**src/rtl/fifo_read_control_if.sv**
```systemverilog
// Read-side bus of the async FIFO: request, synchronised pointers, memory port and status.
// The master drives requests, the write pointer and memory data; the slave is the controller.
interface fifo_read_control_if #(
    parameter int unsigned DATA_W = 8,
    parameter int unsigned ADDR_W = 3
);
    logic              rd_en;
    logic [ADDR_W:0]   wr_ptr_gray;
    logic [DATA_W-1:0] mem_rdata;
    logic [ADDR_W-1:0] mem_raddr;
    logic [ADDR_W:0]   rd_ptr_gray;
    logic [DATA_W-1:0] dout;
    logic              dout_valid;
    logic              empty;
    logic              almost_empty;
    logic [ADDR_W:0]   rd_count;
    logic              underflow;

    modport master (
        output rd_en, wr_ptr_gray, mem_rdata,
        input  mem_raddr, rd_ptr_gray, dout, dout_valid, empty, almost_empty, rd_count,
               underflow
    );

    modport slave (
        input  rd_en, wr_ptr_gray, mem_rdata,
        output mem_raddr, rd_ptr_gray, dout, dout_valid, empty, almost_empty, rd_count,
               underflow
    );
endinterface

```
**src/rtl/fifo_read_control.sv**
```systemverilog
// Destination-domain controller of the dual-clock FIFO: synchronises the write pointer,
// tracks occupancy, accepts reads, registers read data and exports a Gray read pointer.
module fifo_read_control #(
    parameter int unsigned DATA_W      = 8,
    parameter int unsigned ADDR_W      = 3,
    parameter int unsigned SYNC_STAGES = 2,
    parameter int unsigned AE_LEVEL    = 1
) (
    input logic                clk_d_i,
    input logic                rst_n_i,
    fifo_read_control_if.slave bus
);
    localparam logic [ADDR_W:0] AeLevel = AE_LEVEL[ADDR_W:0];
    localparam logic [ADDR_W:0] PtrOne  = {{ADDR_W{1'b0}}, 1'b1};

    logic [ADDR_W:0]   sync_q [SYNC_STAGES];
    logic [ADDR_W:0]   wbin_s;
    logic [ADDR_W:0]   rd_count;
    logic              empty;
    logic              accept;

    logic [ADDR_W:0]   rd_bin_q, rd_bin_d;
    logic [ADDR_W:0]   rd_gray_q, rd_gray_d;
    logic [DATA_W-1:0] dout_q, dout_d;
    logic              dout_valid_q, dout_valid_d;
    logic              underflow_q, underflow_d;

    // Write-pointer synchroniser; only the last stage feeds any logic.
    always_ff @(posedge clk_d_i or negedge rst_n_i) begin
        if (!rst_n_i) begin
            for (int i = 0; i < int'(SYNC_STAGES); i++) begin
                sync_q[i] <= '0;
            end
        end else begin
            sync_q[0] <= bus.wr_ptr_gray;
            for (int i = 1; i < int'(SYNC_STAGES); i++) begin
                sync_q[i] <= sync_q[i-1];
            end
        end
    end

    // Binary bit i is the XOR of all Gray bits at or above i.
    always_comb begin
        wbin_s = '0;
        for (int i = 0; i <= int'(ADDR_W); i++) begin
            wbin_s[i] = ^(sync_q[SYNC_STAGES-1] >> i);
        end
    end

    assign rd_count = wbin_s - rd_bin_q;
    assign empty    = (rd_count == '0);
    assign accept   = bus.rd_en && !empty;

    always_comb begin
        rd_bin_d     = rd_bin_q;
        rd_gray_d    = rd_gray_q;
        dout_d       = dout_q;
        dout_valid_d = 1'b0;
        underflow_d  = 1'b0;
        if (accept) begin
            rd_bin_d     = rd_bin_q + PtrOne;
            rd_gray_d    = rd_bin_d ^ (rd_bin_d >> 1);
            dout_d       = bus.mem_rdata;
            dout_valid_d = 1'b1;
        end else if (bus.rd_en) begin
            underflow_d = 1'b1;
        end
    end

    always_ff @(posedge clk_d_i or negedge rst_n_i) begin
        if (!rst_n_i) begin
            rd_bin_q     <= '0;
            rd_gray_q    <= '0;
            dout_q       <= '0;
            dout_valid_q <= 1'b0;
            underflow_q  <= 1'b0;
        end else begin
            rd_bin_q     <= rd_bin_d;
            rd_gray_q    <= rd_gray_d;
            dout_q       <= dout_d;
            dout_valid_q <= dout_valid_d;
            underflow_q  <= underflow_d;
        end
    end

    assign bus.mem_raddr    = rd_bin_q[ADDR_W-1:0];
    assign bus.rd_ptr_gray  = rd_gray_q;
    assign bus.dout         = dout_q;
    assign bus.dout_valid   = dout_valid_q;
    assign bus.empty        = empty;
    assign bus.almost_empty = (rd_count <= AeLevel);
    assign bus.rd_count     = rd_count;
    assign bus.underflow    = underflow_q;
endmodule

```
**src/flat_wrapper.sv**
```systemverilog
// flat-port wrapper written by rule: the top's interface ports become plain ports
module fifo_read_control_flat 
#(
    parameter int unsigned DATA_W      = 8,
    parameter int unsigned ADDR_W      = 3,
    parameter int unsigned SYNC_STAGES = 2,
    parameter int unsigned AE_LEVEL    = 1
)
  (clk_d_i, rst_n_i, bus_rd_en, bus_wr_ptr_gray, bus_mem_rdata, bus_mem_raddr, bus_rd_ptr_gray, bus_dout, bus_dout_valid, bus_empty, bus_almost_empty, bus_rd_count, bus_underflow);
  fifo_read_control_if #(.DATA_W(DATA_W), .ADDR_W(ADDR_W)) bus_i ();
  input logic clk_d_i;
  input logic rst_n_i;
  input wire logic [$bits(bus_i.rd_en)-1:0] bus_rd_en;
  input wire logic [$bits(bus_i.wr_ptr_gray)-1:0] bus_wr_ptr_gray;
  input wire logic [$bits(bus_i.mem_rdata)-1:0] bus_mem_rdata;
  output wire logic [$bits(bus_i.mem_raddr)-1:0] bus_mem_raddr;
  output wire logic [$bits(bus_i.rd_ptr_gray)-1:0] bus_rd_ptr_gray;
  output wire logic [$bits(bus_i.dout)-1:0] bus_dout;
  output wire logic [$bits(bus_i.dout_valid)-1:0] bus_dout_valid;
  output wire logic [$bits(bus_i.empty)-1:0] bus_empty;
  output wire logic [$bits(bus_i.almost_empty)-1:0] bus_almost_empty;
  output wire logic [$bits(bus_i.rd_count)-1:0] bus_rd_count;
  output wire logic [$bits(bus_i.underflow)-1:0] bus_underflow;
  assign bus_i.rd_en = bus_rd_en;
  assign bus_i.wr_ptr_gray = bus_wr_ptr_gray;
  assign bus_i.mem_rdata = bus_mem_rdata;
  assign bus_mem_raddr = bus_i.mem_raddr;
  assign bus_rd_ptr_gray = bus_i.rd_ptr_gray;
  assign bus_dout = bus_i.dout;
  assign bus_dout_valid = bus_i.dout_valid;
  assign bus_empty = bus_i.empty;
  assign bus_almost_empty = bus_i.almost_empty;
  assign bus_rd_count = bus_i.rd_count;
  assign bus_underflow = bus_i.underflow;
  fifo_read_control #(.DATA_W(DATA_W), .ADDR_W(ADDR_W), .SYNC_STAGES(SYNC_STAGES), .AE_LEVEL(AE_LEVEL)) u_core (.clk_d_i(clk_d_i), .rst_n_i(rst_n_i), .bus(bus_i));
endmodule
```
**config.mk**
```make
export PLATFORM = sky130hd
export DESIGN_NAME = fifo_read_control_flat
export DESIGN_NICKNAME = d
export VERILOG_FILES = /design/src/rtl/fifo_read_control_if.sv /design/src/rtl/fifo_read_control.sv /design/src/flat_wrapper.sv
export SDC_FILE = /design/constraint.sdc
export NUM_CORES = 1
export LEC_CHECK = 0
export ABC_CLOCK_PERIOD_IN_PS = 4200
export CAP_MARGIN = 20
export CORE_MARGIN = 2
export CORE_UTILIZATION = 47
export DETAILED_ROUTE_END_ITERATION = 10
export PLACE_DENSITY = 0.82
export SYNTH_ARGS = -nofsm -noshare
export SYNTH_HDL_FRONTEND = slang
export SYNTH_SLANG_ARGS = --single-unit
export TNS_END_PERCENT = 1
```
**constraint.sdc**
```tcl
create_clock -name clk_d_i -period 4.2 [get_ports clk_d_i]
set_input_delay 0.84 -clock clk_d_i [delete_from_list [all_inputs] [get_ports clk_d_i]]
set_output_delay 0.84 -clock clk_d_i [all_outputs]
set_load 0.03 [all_outputs]
```
==> results of run 1 <==
==> power breakdown <==
part           total (mW)  internal (mW)  switching (mW)
logic               0.877          0.406           0.471
clock network       0.105         0.0356          0.0691
registers           0.376          0.315          0.0614
==> cells in the mapped netlist (2+ instances only) <==
master | n | share of area
dfrtp_1 | 25 | 0.56
xnor2_1 | 8 | 0.063
mux2_4 | 7 | 0.094
inv_1 | 6 | 0.020
xor2_1 | 5 | 0.039
ha_1 | 4 | 0.045
mux2_2 | 4 | 0.040
nand2_1 | 3 | 0.010
a21oi_1 | 2 | 0.0090
nor3_1 | 2 | 0.0090
o311ai_0 | 2 | 0.016
==> worst register-to-register path: stages (launching register included) <==
cell     delay [ns]
dfrtp_1        0.42
xor2_1         0.29
xnor2_2        0.14
xor2_1         0.17
ha_1           0.22
fa_1           0.40
xor2_1         0.24
nand3_1        0.19
o31a_4         0.42
mux2_4         0.33
==> final timing paths <==
check | endpoint | slack (ns) | cells after the start
worst max-delay path | bus_empty | 0.25 | 9
worst min-delay path | u_core.sync_q[2]$_DFF_PN0_ | 0.36 | 0
worst max register to register | u_core.bus.dout[1]$_DFFE_PN0P_ | 1.29 | 9
worst min register to register | u_core.sync_q[2]$_DFF_PN0_ | 0.36 | 0
max in group asynchronous | u_core.sync_q[0]$_DFF_PN0_ | 2.85 | 2
min in group asynchronous | u_core.bus.underflow$_DFF_PN0_ | 0.87 | 1
==> kinds of logic after synthesis <==
kind of cell,count (synthesis),synth area share
adders and majority gates,5,0.0629
muxes,11,0.135
AOI/OAI and AO/OA,6,0.0460
and+or+nand+nor,11,0.0550
DFF,25,0.561
buffers and inverters,7,0.0382
xor gates and xnor gates,13,0.102
==> final cells by class <==
type	count	area share
inverter	6	0.0145
tap	28	0.0226
timing repair buffer	38	0.248
sequential	25	0.404
clock inverter	1	0.00323
multi-input combinational	46	0.293
clock buffer	3	0.0145
==> cells in the final DEF, fill, tap and decap left out <==
cell type,Yosys,final
dlygate4sd2_1,0,1
a21oi_1,2,2
or2_2,1,1
nand3b_1,1,1
mux2_4,7,7
buf_8,0,1
xnor2_1,8,7
xor2_1,5,5
inv_1,6,6
and3_4,1,1
mux2_2,4,4
clkdlybuf4s50_1,0,36
nor2_1,1,1
clkinv_2,0,1
o22ai_1,1,1
ha_1,4,4
o311ai_0,2,2
fa_1,1,1
nand2_1,3,3
clkbuf_4,0,3
dfrtp_1,25,25
o31a_4,1,1
nor3_1,2,2
nand3_1,1,1
and2_1,1,1
xnor2_2,0,1
==> per-stage QoR <==
step / power, mW / std cells
final: 1.36 / 147
after global routing: 1.45 / 147
after CTS: 1.37 / 146
after detailed placement: 1.26 / 142
after global placement: 1.24 / 142
after floorplan: 0.960 / 78
==> flip-flops by register name, summed over array words and instances (netlist names) <==
register / cells
u_core.bus.dout: 8
u_core.rd_bin_q: 3
u_core.sync_q: 8
u_core.bus.dout_valid: 1
u_core.bus.rd_ptr_gray: 4
u_core.bus.underflow: 1
==> what timing repair did <==
action                     CTS  global route
setup endpoints to repair    1             1
cloned                       0             0
resized for setup            1             1
hold buffers                 0             0
==> per-layer routing <==
layer  wire, um  GRT usage  share of wire  vias to the layer above
li1           -          -              -                      346
met1        855      0.199           0.42                      350
met2       1040      0.294           0.51                       26
met3        117     0.0371          0.058                        2
met4         14     0.0726         0.0069                        0
met5          0          0              0                        -
==> out/results.txt, run 1 <==
Post-CTS Setup Bufs: 0
worst skew pair latency: 0.31 ns
sequential share of the synthesized area: 0.561
capturing element type of the critical path: primary output
CTS tree: yes
vias in the first global route: 785
Yosys reg bits: 25
EDFF count, synth: 0
Horiz. Die Dim: 52.7 um
Layout fillers: 178
crit-path cells: xor2_1 > xnor2_2 > xor2_1 > ha_1 > fa_1 > xor2_1 > nand3_1 > nor3_1 > dlygate4sd2_1
hpwl dp: 1540 um
number of antenna violations at the first check in global routing: 0
Buf/Inv on CP: 1
Rel. slew slack: 0.629
setup_tns: 0 ns
Overflow after GRT: 0
clk slew on worst S/H paths: 0.13 ns
worst hold start: u_core.sync_q[6]$_DFF_PN0_
Net Count, Synth: 98
CP max-delay cell: dlygate4sd2_1
register area: 626 um2
n_diodes: 0
Crit Reg-Reg Startpoint: u_core.sync_q[3]$_DFF_PN0_
worst-margin pin slew: 0.554 ns
HP Class: reg2reg
Worst Setup Slack, final: 0.250 ns
die height: 52.7 um
maxcap violations: 0
CP Class: reg2out
Final Skew: 0.00344 ns
WL final: 2030 um
Tmin final: 3.95 ns
# DRC: 0
Detailed Route Iter0 Violations: 1
RSZ-0062 raised after global routing: false
Hold WS: 0.364 ns
largest net degree at the start of global routing: 26
vias: 724
Post-DP Area: 0.00150 mm2
fin area: 0.00155 mm2
Num CTS Buffers: 3
CTS max path bufs: 2
io pins: 38
Worst Path Arrival: 3.11 ns
core area: 0.00223 mm2
CTS Sinks: 25
syn_area_per_cell: 14.3 um2
CTS root buf: clkbuf_4
crit path launch type: flop
area of the multi-input gates: 454 um2
most used cell, CP: xor2_1
Fmax achieved: 253 MHz
gpl congestion: 0.793
fraction of registers with async set/reset: 1.00
P&R area growth vs syn: 38.9%
vias per inst: 4.93
Top Family by Delay on Critical Path: XOR/XNOR gates
DP Worst Slack: 0.238 ns
Main synth FF type: dfrtp_1
post-layout util: 0.694
row cnt: 17
H-Tree Depth: 1
antenna viol nets, final: 0
Cells after Synth: 78
first-pass GRT wire length: 3330 um
final hold vios: 0
Worst IR Drop VDD: 0.485 mV
PwrDens: 877 mW/mm2
Total Routing Usage GR: 0.169
fraction of layout cells with a size suffix above 1: 0.168
drt pass-1 iters: 3
IO buf count: 37
max-slew violations: 0
WL/cell: 13.8 um
run status: finished, final reports clean
final net count: 140
P_leak: 0.695 nW
Critical Path RT: 3.36 ns
Synth Cell Area: 0.00111 mm2
worst-path maximum fanout: 4
delay of the slowest critical-path stage: 0.44 ns
fin crit share: 0.940
Cell variety after synth: 21
Finish-stage setup viols: 0
Setup crit start: u_core.sync_q[3]$_DFF_PN0_
initial core utilization: 0.499
YS warnings: 0
die footprint: 0.00278 mm2
No activity file was read; power rests on OpenSTA's default activity.
==> run 2: changes to the inputs <==
--- a/config.mk
+++ b/config.mk
@@ -7,7 +7,7 @@
 export LEC_CHECK = 0
 export ABC_CLOCK_PERIOD_IN_PS = 4200
 export CAP_MARGIN = 20
-export CORE_MARGIN = 2
+export CORE_MARGIN = 3
 export CORE_UTILIZATION = 47
 export DETAILED_ROUTE_END_ITERATION = 10
 export PLACE_DENSITY = 0.82
==> out/results.txt, run 2 (same netlist as run 1, synthesis figures left out) <==
run status: finished, final reports clean (unchanged)
Most Crowded Layer GR: met2 (unchanged)
WHS Path Cells: 0 (unchanged)
Hold WS: 0.365 ns (was 0.364 ns)
vias: 717 (was 724)
delay of the slowest critical-path stage: 0.70 ns (was 0.44 ns)
P_leak: 0.692 nW (was 0.695 nW)
register area: 626 um2 (unchanged)
cts hold-fix bufs: 0 (unchanged)
most frequent cells in the layout: 36 x clkdlybuf4s50_1, 25 x dfrtp_1, 7 x xnor2_1, 7 x mux2_4, 6 x inv_1 (unchanged)
crit path launch type: flop (unchanged)
post-CTS sizing: 1 (unchanged)
Horiz. Die Dim: 54.7 um (was 52.7 um)
IO buf count: 37 (unchanged)
Post-DP Area: 0.00150 mm2 (unchanged)
Detailed Route Iter0 Violations: 4 (was 1)
Total Routing Usage GR: 0.151 (was 0.169)
Post-CTS Setup Bufs: 0 (unchanged)
worst skew pair latency: 0.31 ns (about the same)
fin area: 0.00155 mm2 (about the same)
gpl congestion: 0.797 (was 0.793)
CTS max path bufs: 2 (unchanged)
clk slew on worst S/H paths: 0.13 ns (about the same)
CTS tree: yes (unchanged)
maxcap violations: 0 (unchanged)
area of the multi-input gates: 454 um2 (unchanged)
fin crit share: 0.927 (was 0.940)
Buf/Inv on CP: 1 (unchanged)
die footprint: 0.00299 mm2 (was 0.00278 mm2)
initial core utilization: 0.499 (unchanged)
Fmax achieved: 257 MHz (was 253 MHz)
Num CTS Buffers: 3 (unchanged)
hpwl dp: 1600 um (was 1540 um)
row cnt: 17 (unchanged)
vias per inst: 4.88 (was 4.93)
vias in the first global route: 757 (was 785)
FF-to-FF path depth: 9 (unchanged)
grt met1 use: 0.182 (was 0.199)
CP Class: reg2out (unchanged)
core area: 0.00223 mm2 (unchanged)
Tmin final: 3.89 ns (was 3.95 ns)
final net count: 140 (unchanged)
PwrDens: 875 mW/mm2 (was 877 mW/mm2)
drt pass-1 iters: 3 (unchanged)
commonest non-fill, non-tap cell in the layout: clkdlybuf4s50_1 (unchanged)
n_diodes: 0 (unchanged)
Crit path depth: 9 (unchanged)
worst-margin pin slew: 0.553 ns (was 0.554 ns)
final hold vios: 0 (unchanged)
Rel. slew slack: 0.630 (was 0.629)
Worst Path Arrival: 3.05 ns (was 3.11 ns)
number of antenna violations at the first check in global routing: 0 (unchanged)
die height: 54.7 um (was 52.7 um)
most used cell, CP: xor2_1 (unchanged)
Overflow after GRT: 0 (unchanged)
P&R area growth vs syn: 38.8% (was 38.9%)
antenna viol nets, final: 0 (unchanged)
capturing element type of the critical path: primary output (unchanged)
Finish-stage setup viols: 0 (unchanged)
Layout fillers: 191 (was 178)
CP max-delay cell: clkdlybuf4s50_1 (was dlygate4sd2_1)
Top Family by Delay on Critical Path: simple AND/OR/NAND/NOR gates (was XOR/XNOR gates)
largest net degree at the start of global routing: 26 (unchanged)
Worst IR Drop VDD: 0.526 mV (was 0.485 mV)
setup_tns: 0 ns (unchanged)
WL/cell: 13.8 um (about the same)
# DRC: 0 (unchanged)
GR Layer Usage met3: 0.0272 (was 0.0371)
WL final: 2040 um (was 2030 um)
io pins: 38 (unchanged)
fraction of layout cells with a size suffix above 1: 0.160 (was 0.168)
RSZ-0062 raised after global routing: false (unchanged)
HP Class: reg2reg (unchanged)
worst-path maximum fanout: 5 (was 4)
first-pass GRT wire length: 3220 um (was 3330 um)
CTS root buf: clkbuf_4 (unchanged)
CTS Sinks: 25 (unchanged)
Final Skew: 0.00222 ns (was 0.00344 ns)
routing usage on met2: 0.268 (was 0.294)
Critical Path RT: 3.36 ns (about the same)
crit-path cells: xor2_1 > xnor2_2 > xor2_1 > ha_1 > nand3b_1 > and3_4 > or2_2 > nor3_1 > clkdlybuf4s50_1 (was xor2_1 > xnor2_2 > xor2_1 > ha_1 > fa_1 > xor2_1 > nand3_1 > nor3_1 > dlygate4sd2_1)
H-Tree Depth: 1 (unchanged)
max-slew violations: 0 (unchanged)
## run 2: cell types whose count changed in the layout (fill, tap and decap cells not counted), sizes merged
cell	before	now
clkbuf	3	4
clkinv	1	0
## run 2: per-layer routing
layer | routed length, um | part of all wire
met5 | 0 | 0
met4 | 6 | 0.0029
met2 | 1120 | 0.55
met1 | 787 | 0.39
met3 | 117 | 0.057
## run 2: worst paths after layout
path | start | end | slack (ns)
max | u_core.sync_q[3]$_DFF_PN0_ | bus_almost_empty | 0.31
min in group asynchronous | rst_n_i | u_core.rd_bin_q[2]$_DFFE_PN0P_ | 0.87
min reg2reg | u_core.sync_q[7]$_DFF_PN0_ | u_core.sync_q[3]$_DFF_PN0_ | 0.37
max reg2reg | u_core.sync_q[3]$_DFF_PN0_ | u_core.bus.dout[7]$_DFFE_PN0P_ | 1.40
min | u_core.sync_q[7]$_DFF_PN0_ | u_core.sync_q[3]$_DFF_PN0_ | 0.37
max in group asynchronous | rst_n_i | u_core.bus.dout[7]$_DFFE_PN0P_ | 2.85
## run 2: final cells by class
class | count | share of cell area
repair buffers | 38 | 0.248
clock buffers | 4 | 0.0170
flip-flops and latches | 25 | 0.404
multi-input cells | 46 | 0.293
inverters | 6 | 0.0146
well taps | 28 | 0.0226
## run 2: where the power goes
part / switching [mW] / internal [mW]
Clock: 0.0667 / 0.0370
Sequential: 0.0596 / 0.315
Combinational: 0.471 / 0.405
Total: 0.597 / 0.757
## run 2: through the flow
stage	worst slack [ns]	power [mW]	cells	utilization
finish	0.307	1.35	147	0.693
global placement	0.453	1.25	142	0.672
CTS	0.188	1.37	146	0.683
global route	0.0865	1.45	147	0.693
floorplan	0.735	0.960	78	-
detailed placement	0.354	1.27	142	0.672
